**config.mk**
```make
export PLATFORM = sky130hd
export DESIGN_NAME = temp_band_indicator
export DESIGN_NICKNAME = d
export VERILOG_FILES = /design/src/rtl/temp_band_pkg.sv /design/src/rtl/temp_band_sample_timer.sv /design/src/rtl/temp_band_indicator.sv
export SDC_FILE = /design/constraint.sdc
export NUM_CORES = 1
export LEC_CHECK = 0
export BUFFER_PORTS_ARGS = -buffer_cell sky130_fd_sc_hd__buf_2
export CAP_MARGIN = 15
export CORE_UTILIZATION = 45
export CTS_BUF_LIST = sky130_fd_sc_hd__clkbuf_4 sky130_fd_sc_hd__clkbuf_8
export DETAILED_ROUTE_END_ITERATION = 10
export HOLD_SLACK_MARGIN = 0.08
export PLACE_DENSITY = 0.75
export SYNTH_ARGS = -nofsm -noshare
export SYNTH_HDL_FRONTEND = slang
export SYNTH_SLANG_ARGS = --single-unit
```
**constraint.sdc**
```tcl
create_clock -name clk -period 6.9 [get_ports clk]
set_clock_uncertainty 0.05 [all_clocks]
set_input_delay 1.035 -clock clk [delete_from_list [all_inputs] [get_ports clk]]
set_output_delay 1.035 -clock clk [all_outputs]
set_load 0.05 [all_outputs]
```
**src/rtl/temp_band_pkg.sv**
```systemverilog
// Shared FSM state type, width helpers and default parameters for the temperature band indicator.
package temp_band_pkg;

  typedef enum logic [1:0] {
    IDLE = 2'd0,
    TRIG = 2'd1,
    WAIT = 2'd2
  } state_t;

  localparam int DEF_TEMP_W     = 8;
  localparam int DEF_NUM_BANDS  = 3;
  localparam int DEF_SAMPLE_DIV = 100;
  localparam int DEF_TRIG_W     = 4;
  localparam int DEF_HYST       = 2;
  localparam int DEF_BLINK_DIV  = 8;

  // Band index must also encode the over-range band NUM_BANDS.
  function automatic int band_w(input int num_bands);
    return $clog2(num_bands + 1);
  endfunction

  function automatic int cnt_w(input int n);
    return (n > 1) ? $clog2(n) : 1;
  endfunction

endpackage

```
**src/rtl/temp_band_sample_timer.sv**
```systemverilog
// Free-running sample period counter with end-of-period tick, plus the trigger pulse-width counter.
module temp_band_sample_timer
  import temp_band_pkg::*;
#(
  parameter int SAMPLE_DIV = DEF_SAMPLE_DIV,
  parameter int TRIG_W     = DEF_TRIG_W
) (
  input  logic clk,
  input  logic rst,
  input  logic pulse_run,
  output logic tick,
  output logic pulse_last
);

  localparam int PCW = cnt_w(SAMPLE_DIV);
  localparam int TCW = cnt_w(TRIG_W + 1);

  logic [PCW-1:0] period_cnt;
  logic [TCW-1:0] pulse_cnt;

  assign tick       = (period_cnt == PCW'(SAMPLE_DIV - 1));
  assign pulse_last = (pulse_cnt == TCW'(TRIG_W - 1));

  always_ff @(posedge clk or posedge rst) begin
    if (rst)       period_cnt <= '0;
    else if (tick) period_cnt <= '0;
    else           period_cnt <= period_cnt + PCW'(1);
  end

  // Held at zero outside the pulse so every pulse starts counting from a clean state.
  always_ff @(posedge clk or posedge rst) begin
    if (rst)            pulse_cnt <= '0;
    else if (!pulse_run) pulse_cnt <= '0;
    else                pulse_cnt <= pulse_cnt + TCW'(1);
  end

endmodule

```
**src/rtl/temp_band_indicator.sv**
```systemverilog
// Temperature band classifier with DHT22 trigger pacing, downward hysteresis and stale detection.
// Optional macro TEMP_BAND_BLINK_EN blinks all LEDs while over-range or stale.
module temp_band_indicator
  import temp_band_pkg::*;
#(
  parameter int TEMP_W     = DEF_TEMP_W,
  parameter int NUM_BANDS  = DEF_NUM_BANDS,
  parameter int SAMPLE_DIV = DEF_SAMPLE_DIV,
  parameter int TRIG_W     = DEF_TRIG_W,
  parameter int HYST       = DEF_HYST,
  parameter int BLINK_DIV  = DEF_BLINK_DIV
) (
  input  logic                          clk,
  input  logic                          rst,
  input  logic [NUM_BANDS*TEMP_W-1:0]   thr,
  input  logic                          temp_valid,
  input  logic [TEMP_W-1:0]             temp_data,
  output logic                          sensor_trigger,
  output logic [NUM_BANDS-1:0]          led,
  output logic [band_w(NUM_BANDS)-1:0]  band,
  output logic                          stale
);

  localparam int BW = band_w(NUM_BANDS);
  localparam int SW = TEMP_W + 1;

  state_t          state;
  logic            tick;
  logic            pulse_last;
  logic [TEMP_W-1:0] thr_a [NUM_BANDS];
  logic [TEMP_W-1:0] thr_below;
  logic [BW-1:0]   raw_band;
  logic [BW-1:0]   next_band;
  logic [SW-1:0]   t_plus_hyst;
  logic            dark;
  logic            blink_phase;

  temp_band_sample_timer #(
    .SAMPLE_DIV (SAMPLE_DIV),
    .TRIG_W     (TRIG_W)
  ) u_timer (
    .clk        (clk),
    .rst        (rst),
    .pulse_run  (state == TRIG),
    .tick       (tick),
    .pulse_last (pulse_last)
  );

  for (genvar k = 0; k < NUM_BANDS; k++) begin : g_thr
    assign thr_a[k] = thr[k*TEMP_W +: TEMP_W];
  end

  always_comb begin
    raw_band = BW'(NUM_BANDS);
    for (int k = NUM_BANDS - 1; k >= 0; k--) begin
      if (temp_data < thr_a[k]) raw_band = BW'(k);
    end
    thr_below = thr_a[0];
    for (int k = 0; k < NUM_BANDS; k++) begin
      if (band == BW'(k + 1)) thr_below = thr_a[k];
    end
    // Extra bit keeps t + HYST from wrapping near the top of the range.
    t_plus_hyst = {1'b0, temp_data} + SW'(HYST);
    next_band = band;
    if (raw_band > band)
      next_band = raw_band;
    else if (raw_band < band && t_plus_hyst < {1'b0, thr_below})
      next_band = raw_band;
  end

  always_ff @(posedge clk or posedge rst) begin
    if (rst) begin
      state          <= IDLE;
      sensor_trigger <= 1'b0;
      band           <= '0;
      stale          <= 1'b1;
    end else begin
      case (state)
        IDLE: begin
          if (tick) begin
            state          <= TRIG;
            sensor_trigger <= 1'b1;
          end
        end
        TRIG: begin
          if (pulse_last) begin
            state          <= WAIT;
            sensor_trigger <= 1'b0;
          end
        end
        WAIT: begin
          if (temp_valid) begin
            band  <= next_band;
            stale <= 1'b0;
          end else if (tick) begin
            stale <= 1'b1;
          end
          // A tick always starts the next trigger, even when a sample lands on the same cycle.
          if (tick) begin
            state          <= TRIG;
            sensor_trigger <= 1'b1;
          end else if (temp_valid) begin
            state <= IDLE;
          end
        end
        default: begin
          state          <= IDLE;
          sensor_trigger <= 1'b0;
        end
      endcase
    end
  end

`ifdef TEMP_BAND_BLINK_EN
  localparam int BCW = cnt_w(BLINK_DIV);
  logic [BCW-1:0] blink_cnt;

  always_ff @(posedge clk or posedge rst) begin
    if (rst) begin
      blink_cnt   <= '0;
      blink_phase <= 1'b0;
    end else if (blink_cnt == BCW'(BLINK_DIV - 1)) begin
      blink_cnt   <= '0;
      blink_phase <= ~blink_phase;
    end else begin
      blink_cnt <= blink_cnt + BCW'(1);
    end
  end
`else
  // BLINK_DIV is at least 1, so the LEDs stay dark in this build.
  assign blink_phase = (BLINK_DIV == 0);
`endif

  assign dark = stale || (band == BW'(NUM_BANDS));

  always_comb begin
    led = '0;
    for (int k = 0; k < NUM_BANDS; k++) begin
      led[k] = dark ? blink_phase : (band == BW'(k));
    end
  end

endmodule

```
==> flow_summary.ini, run 1 <==
[status]
outcome = finished, final reports clean

[yosys]
synth-compound-area-share = 0.169
synth_seq_cells = 16
async_reset_ff_frac = 1.00
ys_top_cells_by_area = ha_1, dfrtp_1, inv_1
synth_area_leader_cell = ha_1
synth_flop_cell = dfrtp_1
synth-edff-count = 0
synth_area_um2 = 1740
yosys_warnings = 0
synth_top_family_by_area = adder cells
ys_seq_area_frac = 0.230
synth.area.mux_share = 0.0459
synth.avg_cell_area_um2 = 8.43
netlist_instances = 207
synthSimpleGateAreaFrac = 0.200
syn-num-nets = 276
synth.top_cell.area_share = 0.244
synth_xor_area_frac = 0.0452
synth-adder-area-share = 0.244
ys_types = 39

[layout]
area_delta_synth_final_pct = 17.6
layout_commonest_cell = buf_2
final_cell_mix = buf_2, ha_1, inv_1
drive_gt1_frac = 0.201
antenna_cells = 0
num-nets-final = 319

[setup_path]
critPathRequiredTime_ns = 7.00
cp_cell_sequence = buf_2 -> ha_1 -> and4_1 -> and2_1 -> a211oi_2 -> nor2_1 -> ha_1 -> nor2b_1 -> a2111oi_4 -> o211ai_2 -> o21a_1 -> o31ai_1
crit_type = primary input to flip-flop
crit_slowest_cell = a2111oi_4
slowest_delay_ns = 0.34
endpoint_kind = flip-flop
cp.buffers_inverters = 1
crit_family = compound AO/OA/AOI/OAI gates
crit_arrival_ns = 3.66
critPathMaxFanout = 5
cp-start-kind = primary input
crit_top_cell = ha_1

[pwr]
leakagePower_uw = 0.00109
peakVddDrop_v = 0.000134
p_per_area_nw_per_um2 = 153
p_total_uw = 315

[placed_design]
pre_cts_slack_ns = 3.06
place_hpwl_mm = 3.05
portBuffers = 41
place_congestion = 0.848

[grt]
grt_pass1_vias = 1439
grt_util_met3 = 0.0214
top_usage_layer = met2
grt_usage = 0.190
gr-usage-met2 = 0.316
grt_pass1_wl_mm = 6.23
overflow = 0
antenna_found_initial = 0
use_met1 = 0.259
grt_max_degree = 17

[timing]
slew_viol_final = 0
hold_viol = 0
fmax_ghz = 0.281
worst_pin_slew_ns = 0.665
rsz0062_at_grt = false
fin_tns_setup_ns = 0
setup_ws_ns = 3.34
timing.final.crit_share = 0.517
setup_violations = 0
hold_slack_ns = 0.389
period_minus_slack_ns = 3.56
relSlewSlack = 0.557

[floorplan]
die_x_um = 64.3
core_area_um2 = 3690
die_h_um = 64.3
rows = 22
fp.dieArea_um2 = 4130
num_io_pins = 42
start_util = 0.473

[route]
routedWlPerCell_um = 12.7
drtIter0Drc = 91
drtAntennaViolNets = 0
drcViolationCount = 0
viasPerCell = 5.34
first_pass_iters = 4
num_vias = 1585
wl_mm = 3.78

[clock_tree]
numCtsBuffers = 3
clk_pin_slew_ns = 0.06
htree_levels = 1
ctsHoldBuffers = 0
cts_tree = built
cts_buffer_depth = 2
post-cts-setup-buffers = 0
cts_root_buffer = clkbuf_8
clk_latency_ns = 0.25
clock_sinks = 16
ctsResizeCount = 0

[min_path]
hold_path_class = flip-flop to flip-flop

[flow_run]
max-cap-violations = 0
registers in the layout (all words and copies together) (netlist names):
name,cells
u_timer.period_cnt,7
u_timer.pulse_cnt,3
band,2
state,2
sensor_trigger,1
stale,1
power by group:
group	total [uW]	internal (uW)	switching (uW)
Combinational	126	51.1	74.8
Sequential	106	96.4	9.22
Clock	83.0	50.7	32.3
layer usage:
| layer | part of all wire | wire, um |
|---|---|---|
| met1 | 0.51 | 1940 |
| met2 | 0.45 | 1710 |
| met3 | 0.028 | 104 |
| met4 | 0.0074 | 28 |
| met5 | 0 | 0 |
cell type report:
type / instances / area (um^2)
Timing Repair Buffer: 41 / 205
Sequential cell: 16 / 402
Fill cell: 347 / 1640
Clock buffer: 4 / 55.1
Multi-Input combinational cell: 161 / 1230
Inverter: 27 / 101
Tap cell: 48 / 60.1
cells by family after synthesis:
| kind of cell | count (synthesis) |
|---|---|
| buf+inv | 30 |
| fa+ha+maj | 34 |
| xor+xnor | 9 |
| mux | 8 |
| compound gates | 43 |
| flops | 16 |
| simple gates | 67 |
metrics by stage:
step | std cells | utilization | cell area, um^2
finish | 297 | 0.556 | 2050
global route | 297 | 0.556 | 2050
CTS | 297 | 0.556 | 2050
detailed placement | 293 | 0.541 | 2000
global placement | 293 | 0.541 | 2000
floorplan | 207 | - | 1740
worst reg2reg max path, delay by kind of cell (launching register included):
kind | cells | cell delay [ns]
fa+ha+maj | 1 | 0.26
simple gates | 1 | 0.07
mux | 1 | 0.26
flops | 1 | 0.77
compound gates | 6 | 1.36
synthesized netlist by cell type, types with 2 or more instances:
cell type,n
a211oi_1,2
a21o_1,5
a21oi_1,16
and2_1,2
and3_1,4
dfrtp_1,15
ha_1,34
inv_1,27
mux2i_1,8
nand2_1,9
nand2b_1,2
nand3_1,11
nand4_1,2
nor2_1,22
nor2b_1,2
nor3_1,3
nor3b_1,3
nor4b_1,2
o211ai_1,3
o21ai_0,7
o31a_1,2
o31ai_1,2
xnor2_1,6
xor2_1,3
final timing paths:
path                       cells past startpoint                           start  slack [ns]                               to
min                                            1  u_timer.pulse_cnt[0]$_DFF_PP0_        0.39   u_timer.pulse_cnt[0]$_DFF_PP0_
max reg2reg                                    9             band[0]$_DFFE_PP0P_        4.03              band[1]$_DFFE_PP0P_
max in group asynchronous                      2                             rst        5.63  u_timer.period_cnt[5]$_DFF_PP0_
max                                           12                    temp_data[7]        3.34              band[1]$_DFFE_PP0P_
min reg2reg                                    1  u_timer.pulse_cnt[0]$_DFF_PP0_        0.39   u_timer.pulse_cnt[0]$_DFF_PP0_
min in group asynchronous                      2                             rst        0.79              band[0]$_DFFE_PP0P_
Note: power is estimated with default switching activity, not from simulation.
==> run 2, diff against run 1 <==
- ABC_AREA: default -> 1
- clock period: 6.9 -> 3.5 ns (I/O delays scaled with it)
==> flow_summary.ini, run 2 <==
[pwr]
intPower_uw = 392
p_comb_frac = 0.429
p_switching_uw = 262
p_per_area_nw_per_um2 = 318
peakVddDrop_v = 0.000163
pwr-share-seq = 0.319
power_frac_clock = 0.252
leakagePower_uw = 0.00125
power_switching_share = 0.401

[placed_design]
dp.cells = 342
portBuffers = 41
place_hpwl_mm = 3.01
place_congestion = 0.797

[yosys]
syn-num-nets = 323
ys_types = 24
synth_most_common_cell = nand2_1
synth_area_um2 = 1740
synth_seq_cells = 16
synth.top_cell.area_share = 0.245
netlist_instances = 254
async_reset_ff_frac = 1.00
synth.avg_cell_area_um2 = 6.84
synth_flop_cell = dfrtp_1
synth_area_leader_cell = ha_1
synthTopCellsByCount = nand2_1, inv_1, ha_1
ys_top_cells_by_area = ha_1, dfrtp_1, nand2_1
ys_seq_area_frac = 0.231
yosys_warnings = 0
synth-edff-count = 0

[grt]
grt_pass1_wl_mm = 6.35
grt_pass1_vias = 1507
grt_max_degree = 17
antenna_found_initial = 0
overflow = 0
grt_usage = 0.198

[clock_tree]
ctsResizeCount = 0
clock_sinks = 16
post-cts-setup-buffers = 0
clk_pin_slew_ns = 0.06
cts_tree = built
clk_latency_ns = 0.25
ctsHoldBuffers = 0
numCtsBuffers = 3
htree_levels = 1
cts_root_buffer = clkbuf_8
cts_buffer_depth = 2

[layout]
regArea_um2 = 402
area_delta_synth_final_pct = 18.1
instances_no_fill = 346
final_cell_mix = nand2_1, inv_1, buf_2
antenna_cells = 0
top_register = u_timer.period_cnt
multi_input_area_um2 = 1110
drive_gt1_frac = 0.181
layout_commonest_cell = nand2_1
largest_reg_flops = 7
fill_cells = 378
num-nets-final = 368
top_regs = u_timer.period_cnt x7, u_timer.pulse_cnt x3

[setup_path]
critPathRequiredTime_ns = 3.64
crit_type = flip-flop to flip-flop
crit_arrival_ns = 2.54
cp-start-kind = flip-flop
endpoint_kind = flip-flop
critPathMaxFanout = 15

[route]
drcViolationCount = 0
routedWlPerCell_um = 10.4
viasPerCell = 4.68
num_vias = 1620
drtIter0Drc = 54
drtAntennaViolNets = 0
first_pass_iters = 6
wl_mm = 3.59

[flow_run]
max-cap-violations = 0

[floorplan]
die_h_um = 64.1
start_util = 0.471
die_x_um = 64.1
rows = 22
fp.dieArea_um2 = 4110
num_io_pins = 42
core_area_um2 = 3690

[min_path]
hold_path_class = primary input to async pin

[timing]
period_minus_slack_ns = 2.40
setup_violations = 0
worst_pin_slew_ns = 0.591
fmax_ghz = 0.417
rsz0062_at_grt = false
slew_viol_final = 0
fin_tns_setup_ns = 0
timing.final.crit_share = 0.686
relSlewSlack = 0.606
hold_viol = 0

[status]
outcome = finished, final reports clean
## run 2: changes by cell type in the layout (fill, tap and decap cells not counted), moves of 5 or more
| cell | delta |
|---|---|
| inv_1 | +25 |
| inv_2 | +5 |
| mux2i_1 | -8 |
| nand2_1 | +57 |
| nand3_1 | -5 |
| o221ai_1 | +7 |
## run 2: cell families after synthesis
| group | count (synthesis) | share of synthesized area |
|---|---|---|
| adders and majority gates | 34 | 0.245 |
| buffers and inverters | 59 | 0.128 |
| xor gates and xnor gates | 8 | 0.0403 |
| DFF | 16 | 0.231 |
| AOI/OAI and AO/OA | 31 | 0.107 |
| and+or+nand+nor | 106 | 0.248 |
## run 2: worst max-delay path, stage by stage (launching register included)
cell	delay, ns
dfrtp_1	0.68
nand2_1	0.33
o221ai_1	0.25
ha_1	0.28
a21o_1	0.18
nor2_1	0.09
nand2_1	0.06
nand2_1	0.05
nand2_1	0.07
a21oi_1	0.16
nand2_1	0.07
nand2_1	0.06
## run 2: path summary, 6_finish.rpt
| path | from | to | slack [ns] | cells after the start |
|---|---|---|---|---|
| min in group clk | u_timer.pulse_cnt[0]$_DFF_PP0_ | u_timer.pulse_cnt[0]$_DFF_PP0_ | 0.39 | 1 |
| min reg2reg | u_timer.pulse_cnt[0]$_DFF_PP0_ | u_timer.pulse_cnt[0]$_DFF_PP0_ | 0.39 | 1 |
| max in group asynchronous | rst | band[0]$_DFFE_PP0P_ | 2.74 | 2 |
| min | rst | u_timer.period_cnt[3]$_DFF_PP0_ | 0.27 | 2 |
| max reg2reg | band[1]$_DFFE_PP0P_ | band[0]$_DFFE_PP0P_ | 1.10 | 11 |
| max | band[1]$_DFFE_PP0P_ | band[0]$_DFFE_PP0P_ | 1.10 | 11 |
## run 2: metrics by stage
stage | hold WS (ns) | instance area, um^2 | power (uW) | setup WS (ns) | util
6_report | 0.274 | 2050 | 654 | 1.10 | 0.557
5_1_grt | 0.334 | 2050 | 711 | 0.867 | 0.557
4_1_cts | 0.302 | 2050 | 661 | 1.08 | 0.557
3_5_place_dp | 0.393 | 2000 | 494 | 0.944 | 0.542
3_3_place_gp | 0.371 | 2000 | 488 | 0.996 | 0.542
2_1_floorplan | 0.358 | 1740 | 412 | 0.972 | -
## run 2: power groups by stage
stage / registers [uW] / logic (uW) / clock network [uW]
floorplan: 224 / 188 / 0
global placement: 212 / 276 / 0
detailed placement: 212 / 282 / 0
CTS: 209 / 283 / 170
global route: 211 / 323 / 177
finish: 209 / 280 / 165
## run 2: cell type report
class                           count  area share
Clock buffer                        4      0.0268
Inverter                           58       0.106
Multi-Input combinational cell    179       0.542
Timing Repair Buffer               41      0.0999
Tap cell                           48      0.0293
Sequential cell                    16       0.196
## run 2: metal layers
metal  GRT usage  vias to the layer above  share of wire  wire length, um
li1            -                      890              -                -
met1       0.263                      699           0.51             1810
met2       0.326                       28           0.45             1620
met3      0.0411                        3          0.038              136
met4      0.0500                        0         0.0042               15
met5           0                        -              0                0
==> run 3, diff against run 2 <==
- PLACE_DENSITY: 0.75 -> 0.78
- clock period: 3.5 -> 2.1 ns (I/O delays scaled with it)
==> flow_summary.ini, run 3 (same netlist as run 2, synthesis figures left out) <==
[placed_design]
place_hpwl_mm = 3.31
place_area_um2 = 2230
portBuffers = 41
place_congestion = 0.784

[timing]
timing.final.crit_share = 0.990
hold_slack_ns = 0.0827
rsz0062_at_grt = true
worst_pin_slew_ns = 0.627
period_minus_slack_ns = 2.08
slew_viol_final = 0
relSlewSlack = 0.582
fmax_ghz = 0.481
setup_violations = 0
hold_viol = 0

[setup_path]
cp-start-kind = flip-flop
r2r_end = band[1]$_DFFE_PP0P_
cp_cell_sequence = buf_4 -> buf_4 -> o221ai_2 -> ha_1 -> a21o_1 -> nor2_1 -> nand2_1 -> nand2_1 -> nand2_2 -> a21oi_2 -> nand2_1 -> nand2_1
reg2reg_from = band[1]$_DFFE_PP0P_
crit_arrival_ns = 2.22
critPathRequiredTime_ns = 2.24
reg2regPathDepth = 12
worst-r2r-setup-slack_ns = 0.02
cp.buffers_inverters = 2
slowest_delay_ns = 0.44
critPathMaxFanout = 7
crit_top_cell = nand2_1
crit_slowest_cell = dfrtp_2
endpoint_kind = flip-flop
crit_type = flip-flop to flip-flop
crit_family = compound AO/OA/AOI/OAI gates

[pwr]
power_switching_share = 0.392
p_per_area_nw_per_um2 = 534
p_switching_uw = 503
power_frac_clock = 0.216
peakVddDrop_v = 0.000302
leakagePower_uw = 0.00143
p_comb_frac = 0.524
pwr-share-seq = 0.260
intPower_uw = 779

[layout]
final_cell_mix = nand2_1, inv_1, buf_2
fill_cells = 317
top_register = u_timer.period_cnt
stdcell_area_um2 = 2400
layout_commonest_cell = nand2_1
drive_gt1_frac = 0.324
regArea_um2 = 404
multi_input_area_um2 = 1190
largest_reg_flops = 7
area_delta_synth_final_pct = 38.2
antenna_cells = 0
num-nets-final = 403
final_util = 0.651
top_regs = u_timer.period_cnt x7, u_timer.pulse_cnt x3

[clock_tree]
clock_sinks = 16
cts_root_buffer = clkbuf_8
clk_pin_slew_ns = 0.07
htree_levels = 1
clk_latency_ns = 0.25
numCtsBuffers = 3
ctsHoldBuffers = 0
cts_buffer_depth = 2
cts_tree = built

[route]
num_vias = 1815
drtAntennaViolNets = 0
first_pass_iters = 4
drtIter0Drc = 84
routedWlPerCell_um = 10.6
viasPerCell = 4.76
drcViolationCount = 0
wl_mm = 4.03

[min_path]
hold_path_class = primary input to async pin

[grt]
grt_pass1_vias = 1673
grt_usage = 0.213
antenna_found_initial = 0
grt_pass1_wl_mm = 6.93
grt_max_degree = 17
overflow = 0

[floorplan]
num_io_pins = 42
rows = 22
die_x_um = 64.1
die_h_um = 64.1
start_util = 0.471
fp.dieArea_um2 = 4110
core_area_um2 = 3690

[status]
outcome = finished, final reports clean

[flow_run]
max-cap-violations = 0
run 3: layout make-up:
class / instances / area share
tap: 48 / 0.0250
sequential: 16 / 0.168
inverter: 58 / 0.0922
timing repair buffer: 76 / 0.198
multi-input combinational: 179 / 0.494
clock buffer: 4 / 0.0229
run 3: through the flow:
step / setup WS [ns] / setup TNS, ns / total power, uW / std cells
after global routing: -0.128 / -0.245 / 1380 / 381
after floorplan: -0.100 / -0.200 / 688 / 254
after detailed placement: -0.205 / -0.407 / 916 / 372
final: 0.0211 / 0 / 1280 / 381
after global placement: -0.152 / -0.302 / 901 / 372
after CTS: -0.00305 / -0.00430 / 1230 / 380
run 3: worst reg2reg max path, stage by stage (launching register included):
cell      delay, ns
dfrtp_2        0.44
buf_4          0.15
buf_4          0.16
o221ai_2       0.20
ha_1           0.28
a21o_1         0.19
nor2_1         0.10
nand2_1        0.06
nand2_1        0.07
nand2_2        0.07
a21oi_2        0.14
nand2_1        0.06
nand2_1        0.07
run 3: repair_timing:
item	CTS	global route
setup endpoints to repair	2	2
resized for setup	8	14
setup buffers	4	1
pin swaps	10	16
run 3: worst max path at each step:
stage	startpoint	endpoint	cells after the start
floorplan	band[1]$_DFFE_PP0P_	led[0]	2
global placement	thr[13]	band[0]$_DFFE_PP0P_	15
detailed placement	thr[13]	band[0]$_DFFE_PP0P_	15
CTS	band[1]$_DFFE_PP0P_	band[1]$_DFFE_PP0P_	18
global route	band[1]$_DFFE_PP0P_	band[1]$_DFFE_PP0P_	16
finish	band[1]$_DFFE_PP0P_	band[1]$_DFFE_PP0P_	12
run 3: power by group through the flow:
stage | sequential, uW | combinational (uW) | clock (uW)
global route | 334 | 747 | 295
CTS | 331 | 623 | 279
global placement | 336 | 565 | 0
detailed placement | 337 | 579 | 0
finish | 333 | 671 | 277
floorplan | 375 | 313 | 0
run 3: routing by layer:
layer	wire length, um	vias to the layer above	GRT usage
met5	0	-	0
met4	41	0	0.0444
met3	170	6	0.0482
met2	1930	36	0.366
met1	1900	809	0.271
li1	-	964	-
